[src/rtl/parking_pkg.sv]
// Shared types and default constants for the parking barrier gate controller.
package parking_pkg;

    typedef enum logic [1:0] {
        IDLE      = 2'd0,
        GRANT_IN  = 2'd1,
        GRANT_OUT = 2'd2,
        HOLD      = 2'd3
    } gate_state_t;

    typedef enum logic {
        LANE_IN  = 1'b0,
        LANE_OUT = 1'b1
    } lane_t;

    localparam int DEF_CAPACITY       = 16;
    localparam int DEF_HOLD_CYCLES    = 8;
    localparam int DEF_TIMEOUT_CYCLES = 64;

    // Bits needed to hold a down-counter load value of max_val-1.
    function automatic int timer_width(input int max_val);
        return (max_val > 1) ? $clog2(max_val) : 1;
    endfunction

endpackage

[src/rtl/parking_timer.sv]
// Loadable down-counter shared by the grant timeout and the post-passage hold.
module parking_timer #(
    parameter int W = 6
) (
    input  logic         clk,
    input  logic         reset_n,
    input  logic         load,
    input  logic [W-1:0] load_val,
    output logic         zero
);

    logic [W-1:0] value;

    always_ff @(posedge clk or negedge reset_n) begin
        if (!reset_n) begin
            value <= '0;
        end else if (load) begin
            value <= load_val;
        end else if (value != '0) begin
            value <= value - W'(1);
        end
    end

    assign zero = (value == '0);

endmodule

[src/rtl/parking_gate_ctrl.sv]
// Barrier gate arbiter with occupancy count, confirmation timeout and close delay.
// Optional sticky unsolicited-pulse flag enabled by defining PARKING_VIOLATION_EN.
module parking_gate_ctrl
    import parking_pkg::*;
#(
    parameter int CAPACITY       = DEF_CAPACITY,
    parameter int CNT_W          = $clog2(CAPACITY + 1),
    parameter int HOLD_CYCLES    = DEF_HOLD_CYCLES,
    parameter int TIMEOUT_CYCLES = DEF_TIMEOUT_CYCLES
) (
    input  logic             clk,
    input  logic             reset_n,
    input  logic             req_in,
    input  logic             req_out,
    input  logic             entrada,
    input  logic             salida,
    output logic             gate_open,
    output logic             grant_in,
    output logic             grant_out,
    output logic [CNT_W-1:0] count,
    output logic             full,
    output logic             timeout_err,
    output logic             violation
);

    localparam int TMR_MAX = (HOLD_CYCLES > TIMEOUT_CYCLES) ? HOLD_CYCLES : TIMEOUT_CYCLES;
    localparam int TMR_W   = timer_width(TMR_MAX);

    // Loading N-1 and leaving on zero keeps each phase exactly N cycles long.
    localparam logic [TMR_W-1:0] TMO_LOAD  = TMR_W'(TIMEOUT_CYCLES - 1);
    localparam logic [TMR_W-1:0] HOLD_LOAD = TMR_W'(HOLD_CYCLES - 1);
    localparam logic [CNT_W-1:0] CAP_VAL   = CNT_W'(CAPACITY);

    gate_state_t      state, state_n;
    lane_t            last_grant, last_grant_n;
    logic [CNT_W-1:0] count_n;
    logic             timeout_n;
    logic             tmr_load;
    logic [TMR_W-1:0] tmr_load_val;
    logic             tmr_zero;
    logic             elig_in, elig_out;

    parking_timer #(
        .W(TMR_W)
    ) u_timer (
        .clk      (clk),
        .reset_n  (reset_n),
        .load     (tmr_load),
        .load_val (tmr_load_val),
        .zero     (tmr_zero)
    );

    always_ff @(posedge clk or negedge reset_n) begin
        if (!reset_n) begin
            state <= IDLE;
        end else begin
            state <= state_n;
        end
    end

    always_ff @(posedge clk or negedge reset_n) begin
        if (!reset_n) begin
            count       <= '0;
            last_grant  <= LANE_OUT;
            timeout_err <= 1'b0;
        end else begin
            count       <= count_n;
            last_grant  <= last_grant_n;
            timeout_err <= timeout_n;
        end
    end

    assign elig_in  = req_in && !full;
    assign elig_out = req_out && (count != '0);

    always_comb begin
        state_n      = state;
        count_n      = count;
        last_grant_n = last_grant;
        timeout_n    = 1'b0;
        tmr_load     = 1'b0;
        tmr_load_val = TMO_LOAD;
        unique case (state)
            IDLE: begin
                if (elig_in && (!elig_out || last_grant == LANE_OUT)) begin
                    state_n      = GRANT_IN;
                    last_grant_n = LANE_IN;
                    tmr_load     = 1'b1;
                end else if (elig_out) begin
                    state_n      = GRANT_OUT;
                    last_grant_n = LANE_OUT;
                    tmr_load     = 1'b1;
                end
            end
            GRANT_IN: begin
                if (entrada) begin
                    if (count != CAP_VAL) begin
                        count_n = count + CNT_W'(1);
                    end
                    state_n      = HOLD;
                    tmr_load     = 1'b1;
                    tmr_load_val = HOLD_LOAD;
                end else if (tmr_zero) begin
                    state_n   = IDLE;
                    timeout_n = 1'b1;
                end
            end
            GRANT_OUT: begin
                if (salida) begin
                    if (count != '0) begin
                        count_n = count - CNT_W'(1);
                    end
                    state_n      = HOLD;
                    tmr_load     = 1'b1;
                    tmr_load_val = HOLD_LOAD;
                end else if (tmr_zero) begin
                    state_n   = IDLE;
                    timeout_n = 1'b1;
                end
            end
            HOLD: begin
                if (tmr_zero) begin
                    state_n = IDLE;
                end
            end
            default: state_n = IDLE;
        endcase
    end

    always_comb begin
        gate_open = (state != IDLE);
        grant_in  = (state == GRANT_IN);
        grant_out = (state == GRANT_OUT);
        full      = (count == CAP_VAL);
    end

`ifdef PARKING_VIOLATION_EN
    logic unsolicited;

    always_comb begin
        unsolicited = 1'b0;
        unique case (state)
            GRANT_IN:  unsolicited = salida;
            GRANT_OUT: unsolicited = entrada;
            default:   unsolicited = entrada || salida;
        endcase
    end

    always_ff @(posedge clk or negedge reset_n) begin
        if (!reset_n) begin
            violation <= 1'b0;
        end else if (unsolicited) begin
            violation <= 1'b1;
        end
    end
`else
    assign violation = 1'b0;
`endif

endmodule

[config.mk]
export PLATFORM = sky130hd
export DESIGN_NAME = parking_gate_ctrl
export DESIGN_NICKNAME = d
export VERILOG_FILES = /design/src/rtl/parking_pkg.sv /design/src/rtl/parking_timer.sv /design/src/rtl/parking_gate_ctrl.sv
export SDC_FILE = /design/constraint.sdc
export NUM_CORES = 1
export LEC_CHECK = 0
export ABC_AREA = 0
export CAP_MARGIN = 20
export CORE_UTILIZATION = 50
export CTS_BUF_LIST = sky130_fd_sc_hd__clkbuf_16
export DETAILED_ROUTE_END_ITERATION = 8
export PLACE_DENSITY = 0.85
export SYNTH_ARGS = -nofsm -noshare
export SYNTH_HDL_FRONTEND = slang
export SYNTH_SLANG_ARGS = --single-unit
[constraint.sdc]
create_clock -name clk -period 5.4 [get_ports clk]
set_input_delay 1.08 -clock clk [delete_from_list [all_inputs] [get_ports clk]]
set_output_delay 1.08 -clock clk [all_outputs]
set_load 0.02 [all_outputs]
==> impl_results.md, run 1 <==
* GRT Util Overall at a little over a fifth
* CTS Root Cell: clkbuf_16
* TNS Setup at 0 ns
* Critical path class: reg -> out
* Worst reg-to-reg path cell count at 7
* Hold_ws at 0.505 ns
* Ant. Diodes at 0
* Cell count after synthesis at 108
* Final setup vio count at 0
* Fin crit period at about 3.1 ns
* Die Area at 0.00238 mm^2
* Hold depth at 2
* Vias in the first global route at between 800 and 900
* RR Endpoint: count[4]
* Worst Hold Class: reg -> reg
* Max VDD drop at ~0.00042 V
* Io pins at 17
* Largest net degree at the start of global routing at 16
* Avg Vias per Cell at 5.86
* H-Tree Depth at 1
* Post-route ant nets at 0
* Vias at around 890
* Async set or reset register ratio after synthesis at between 90% and 100%
* Area Growth Syn to Fin at 22.1%
* Fmax at between 300 and 400 MHz
* Finished Core Util at 66.7%
* Clk slew on worst S/H paths at 0.05 ns
* Post-synth EDFFs at 0
* Outcome: completed
* RD Place Congestion at approximately 0.8
* Total CTS buffers at 3
* Post-DP HPWL at between 1500 and 2000 um
* Total gr overflow at 0
* Core ar. at around 0.0020 mm^2
* Final nets at approximately 140
* RSZ-0062 raised after global routing: false
* Share of cells above drive strength 1 at between 8 and 9%
* Crit path DAT at between 2 and 2.5 ns
* Critical R2R Launch: state[0]
* Max-slew headroom at about half
* Die height at ~49 um
* Filler cells at about 160
* First-pass GRT wire length at 3930 um
* Synth Register Bits at 15
* Final hold violation count at 0
* DRT iter0 DRCs at 23
* R2R setup slack at 3.07 ns
* Worst Tran Pin Value at between 0.7 and 0.8 ns
* WHS Endpoint: last_grant
* CP Data Required Time at 4.32 ns
* Clock Skew at around 0.0032 ns
* Pwr/cell area at about 730 mW/mm^2
* Post-DP Area at 0.00125 mm^2
* Unique cell type count in the Yosys netlist at 42
* Post-synthesis sequential area ratio at between 30% and 40%
* Mean Syn Cell Area at around 10 um^2
* Leakage power at ~0.6 nW
* Final period util at between 50% and 60%
* CTS tree: done
* Final Instance Area at roughly 0.0013 mm^2
* Hold path startpoint: last_grant
* Post-CTS setup buffer count at 0
* Routed WL per cell at roughly 15 um
* # hold bufs at CTS at 0
* Yosys warns at 0
* Residual DRC at 0
* Worst path cell trace: or4_4 -> nor2_1 -> clkdlybuf4s50_1
* Worst-skew pair later-pin latency at between 0.2 and 0.3 ns
* Die W at 48.8 um
* Port bufs at 15
* Post-synth top flop: dfrtp_1
* Initial antenna violation count at 0
* Net Count, Synth at about 130
* Mapped Area at ~0.0011 mm^2
* Clock Sink Count at 15
* Crit-path slowest cell: or4_4
* Routed wire length at 2300 um
* Critical path peak fanout at 9
* Crit end category: output pin
* Drt pass-1 iters at 4
* Number of gates resized after cts at 0
* Max stage delay on crit path at around 0.64 ns
* Crit path launch type: flip-flop
* Count of max-cap constraint violations at 0
* Bufs on Longest Clock Path at 2
* Row count at 16
* Initial Util at between 50% and 60%
* Slew Limit Fails at 0
[through the flow]
stage | power [mW] | cells | worst slack, ns
final | 0.978 | 151 | 2.27
after global routing | 1.06 | 151 | 2.21
after CTS | 0.979 | 151 | 2.27
after detailed placement | 0.825 | 147 | 2.53
after global placement | 0.798 | 147 | 2.57
after floorplan | 0.671 | 108 | 2.84
[cell usage after synthesis (all sizes together) (2+ instances only)]
cell type	number	area (um^2)
a211oi	3	22.5
a21o	4	30.0
a21oi	2	10.0
and2	3	18.8
buf	2	18.8
dfrtp	14	350
ha	10	125
inv	9	33.8
mux2	2	22.5
mux2i	2	20.0
nand2	4	15.0
nand2b	3	18.8
nor2	4	15.0
nor3	4	20.0
o211ai	2	15.0
o21ai	5	25.0
o22ai	2	12.5
o31ai	3	22.5
xnor2	5	43.8
xor2	4	35.0
[area by class of cell]
type	instances	area, um^2	share of cell area, %
clock buffers	3	75.1	5.62
clock inverters	1	5.00	0.375
well taps	27	33.8	2.53
multi-input cells	81	661	49.5
repair buffers	15	150	11.2
flip-flops and latches	15	377	28.2
inverters	9	33.8	2.53
[critical path, delay by kind of cell (launching register included)]
| family | cells | cell delay [ns] |
|---|---|---|
| and+or+nand+nor | 2 | 0.75 |
| buffers and inverters | 1 | 0.60 |
| DFF | 1 | 0.44 |
[metal layers]
layer / global-route usage (%) / wire (um) / vias to the layer above
li1: - / - / 420
met1: 28.7 / 1020 / 437
met2: 35.2 / 1160 / 28
met3: 5.97 / 116 / 0
met4: 5.39 / 0 / 0
met5: 0 / 0 / -
[kinds of logic (layout without fill, tap and decap cells)]
kind of cell    after synthesis  in the layout  synth area share (%)
fa+ha+maj                    11             11                  13.3
xor+xnor                      9              9                  7.21
other cells                   1              1                 0.343
compound gates               32             32                  23.7
mux                           4              4                  3.89
buf+inv                      12             28                  5.15
simple gates                 24             24                  12.0
flops                        15             15                  34.4
[registers in the layout, summed over array words and instances, names as in the netlist]
name           flops
u_timer.value      6
count              5
state              2
last_grant         1
timeout_err        1
[layout by cell type (no fill, tap or decap), drive strengths merged, types with 2 or more instances in the layout]
cell type / count
dfrtp: 14
and2: 3
o22ai: 2
clkdlybuf4s50: 15
ha: 10
mux2i: 2
mux2: 2
inv: 9
a21oi: 2
o31ai: 3
o211ai: 2
nor3: 4
o21ai: 5
clkbuf: 3
xnor2: 5
xor2: 4
nand2: 4
a211oi: 3
nor2: 4
a21o: 4
nand2b: 3
[how the worst max path moves through the flow]
stage          startpoint    to  slack, ns
6_report         count[0]  full       2.27
4_1_cts          count[0]  full       2.27
5_1_grt          count[0]  full       2.21
3_3_place_gp     count[0]  full       2.57
2_1_floorplan    count[0]  full       2.84
3_5_place_dp     count[0]  full       2.53
[power breakdown]
group	switching, mW	leakage, nW	internal (mW)	total (mW)
Combinational	0.318	0.378	0.284	0.602
Sequential	0.0562	0.175	0.174	0.230
Clock	0.0471	0.0409	0.0990	0.146
Total	0.422	0.594	0.556	0.978
No activity file was read; power rests on OpenSTA's default activity.
==> run 2, diff against run 1 <==
CORE_UTILIZATION = 47   (was 50)
PLACE_DENSITY = 0.84   (was 0.85)
clock period = 2.55 ns   (was 5.4 ns; I/O delays follow)
==> impl_results.md, run 2 (synthesis results as in run 1) <==
* Die height at 50.2 um
* Row count at 17
* Crit end category: output pin
* Crit path DAT at approximately 1.8 ns
* Worst path cell trace: or4_4 -> nor2_1 -> dlygate4sd2_1
* Final nets at ~140
* Bufs on Longest Clock Path at 2
* Max reg flops at 6
* Area Growth Syn to Fin at 23.0%
* Worst Tran Pin Value at roughly 0.69 ns
* Largest net degree at the start of global routing at 16
* Io pins at 17
* Critical path peak fanout at 9
* Critical path class: reg -> out
* Die W at about 50 um
* RR Endpoint: count[4]
* RD Place Congestion at ~0.87
* Pwr/cell area at between 1500 and 2000 mW/mm^2
* Clk slew on worst S/H paths at 0.05 ns
* Port bufs at 15
* Hold_ws at about 0.52 ns
* Die Area at 0.00252 mm^2
* Slew Limit Fails at 0
* Max-slew headroom at 53.7%
* Vias in the first global route at between 800 and 900
* Drt pass-1 iters at 4
* Ant. Diodes at 0
* Largest regs: u_timer.value: 6 flops, count: 5 flops, state: 2 flops
* Routed WL per cell at roughly 16 um
* Leakage power at 0.600 nW
* Most frequent cells in the layout: dfrtp_1 (14), clkdlybuf4s50_1 (14), ha_1 (10)
* CTS tree: done
* DRT iter0 DRCs at 11
* Initial Util at about half
* RSZ-0062 raised after global routing: false
* # hold bufs at CTS at 0
* Crit path from: count[0]
* Post-DP HPWL at 1740 um
* Fmax at 438 MHz
* Share of cells above drive strength 1 at under 10%
* H-Tree Depth at 1
* Final hold violation count at 0
* Residual DRC at 0
* Core ar. at between 0.002 and 0.0025 mm^2
* Clock Skew at 0.00129 ns
* Max stage delay on crit path at 0.63 ns
* First-pass GRT wire length at approximately 4000 um
* TNS Setup at 0 ns
* Clock Sink Count at 15
* Initial antenna violation count at 0
* Post-CTS setup buffer count at 0
* R2R setup slack at between 0.3 and 0.4 ns
* Crit-path slowest cell: or4_4
* Avg Vias per Cell at a little under 6
* Routed wire length at ~2400 um
* Worst reg-to-reg path cell count at 7
* CP Depth at 3
* GRT Util Overall at 21.5%
* Post-route ant nets at 0
* Total gr overflow at 0
* Setup crit end: full
* Fin crit period at 2.28 ns
* CTS Root Cell: clkbuf_16
* Worst-skew pair later-pin latency at between 0.2 and 0.3 ns
* Largest Register: u_timer.value
* Crit path launch type: flip-flop
* Final period util at roughly nine tenths
* Buf/Inv on CP at 1
* Final setup vio count at 0
* Critical R2R Launch: state[0]
* Total CTS buffers at 3
* Max VDD drop at ~0.0011 V
* Outcome: completed
* CP Data Required Time at approximately 2.0 ns
* Vias at 882
* Worst Hold Class: reg -> reg
* Tot Pwr at approximately 2.1 mW
* Count of max-cap constraint violations at 0
* Delay-heaviest family, CP: simple AND/OR/NAND/NOR gates
==> run 2: changes by cell type in the layout (fill, tap and decap cells not counted) <==
cell,change
buf_4,+1
clkdlybuf4s50_1,-1
clkinv_2,-1
clkinvlp_4,+1
dlygate4sd2_1,+1
==> run 2: worst reg2reg max path, cell delays in order (launching register included) <==
cell and delay, ns:
dfrtp_1 0.39, inv_1 0.11, ha_1 0.28, fa_1 0.48
a21o_1 0.21, a21o_1 0.21, xnor2_1 0.13, o41ai_1 0.26
==> run 2: how the worst min path moves through the flow <==
stage          startpoint    endpoint  cells after the start
2_1_floorplan     reset_n    count[0]                      0
3_3_place_gp   last_grant  last_grant                      2
3_5_place_dp   last_grant  last_grant                      2
4_1_cts        last_grant  last_grant                      2
5_1_grt        last_grant  last_grant                      2
6_report       last_grant  last_grant                      2
==> run 2: what timing repair did <==
| item | in CTS | in global routing |
|---|---|---|
| gates resized for setup | 1 | 0 |
| endpoints found under the setup margin | 1 | 0 |
| hold endpoints to repair | 0 | 0 |
==> run 2: metrics by stage <==
stage	setup slack, ns	utilization, %	std cells	area, um^2
after CTS	0.269	60.8	153	1350
after detailed placement	0.269	57.1	149	1260
after floorplan	0.367	-	108	1090
final	0.269	60.8	153	1350
after global routing	0.196	60.8	153	1350
after global placement	0.297	57.1	149	1260
==> run 2: cell type report <==
cell class / instances / area (um^2)
fillers: 189 / 867
multi-input cells: 81 / 661
flip-flops and latches: 15 / 377
repair buffers: 16 / 156
clock buffers: 3 / 75.1
well taps: 28 / 35.0
inverters: 9 / 33.8
clock inverters: 1 / 7.51
==> run 2: power by group <==
group | switching [mW] | internal [mW] | total, mW
Sequential | 0.118 | 0.368 | 0.486
Clock | 0.112 | 0.212 | 0.324
Combinational | 0.690 | 0.610 | 1.30
==> run 2: per-layer routing <==
metal,global-route usage (%),part of all wire [%],up-vias
li1,-,-,428
met1,26.5,46,433
met2,36.0,50,18
met3,5.45,3.0,3
met4,7.14,1.1,0
met5,0,0,-
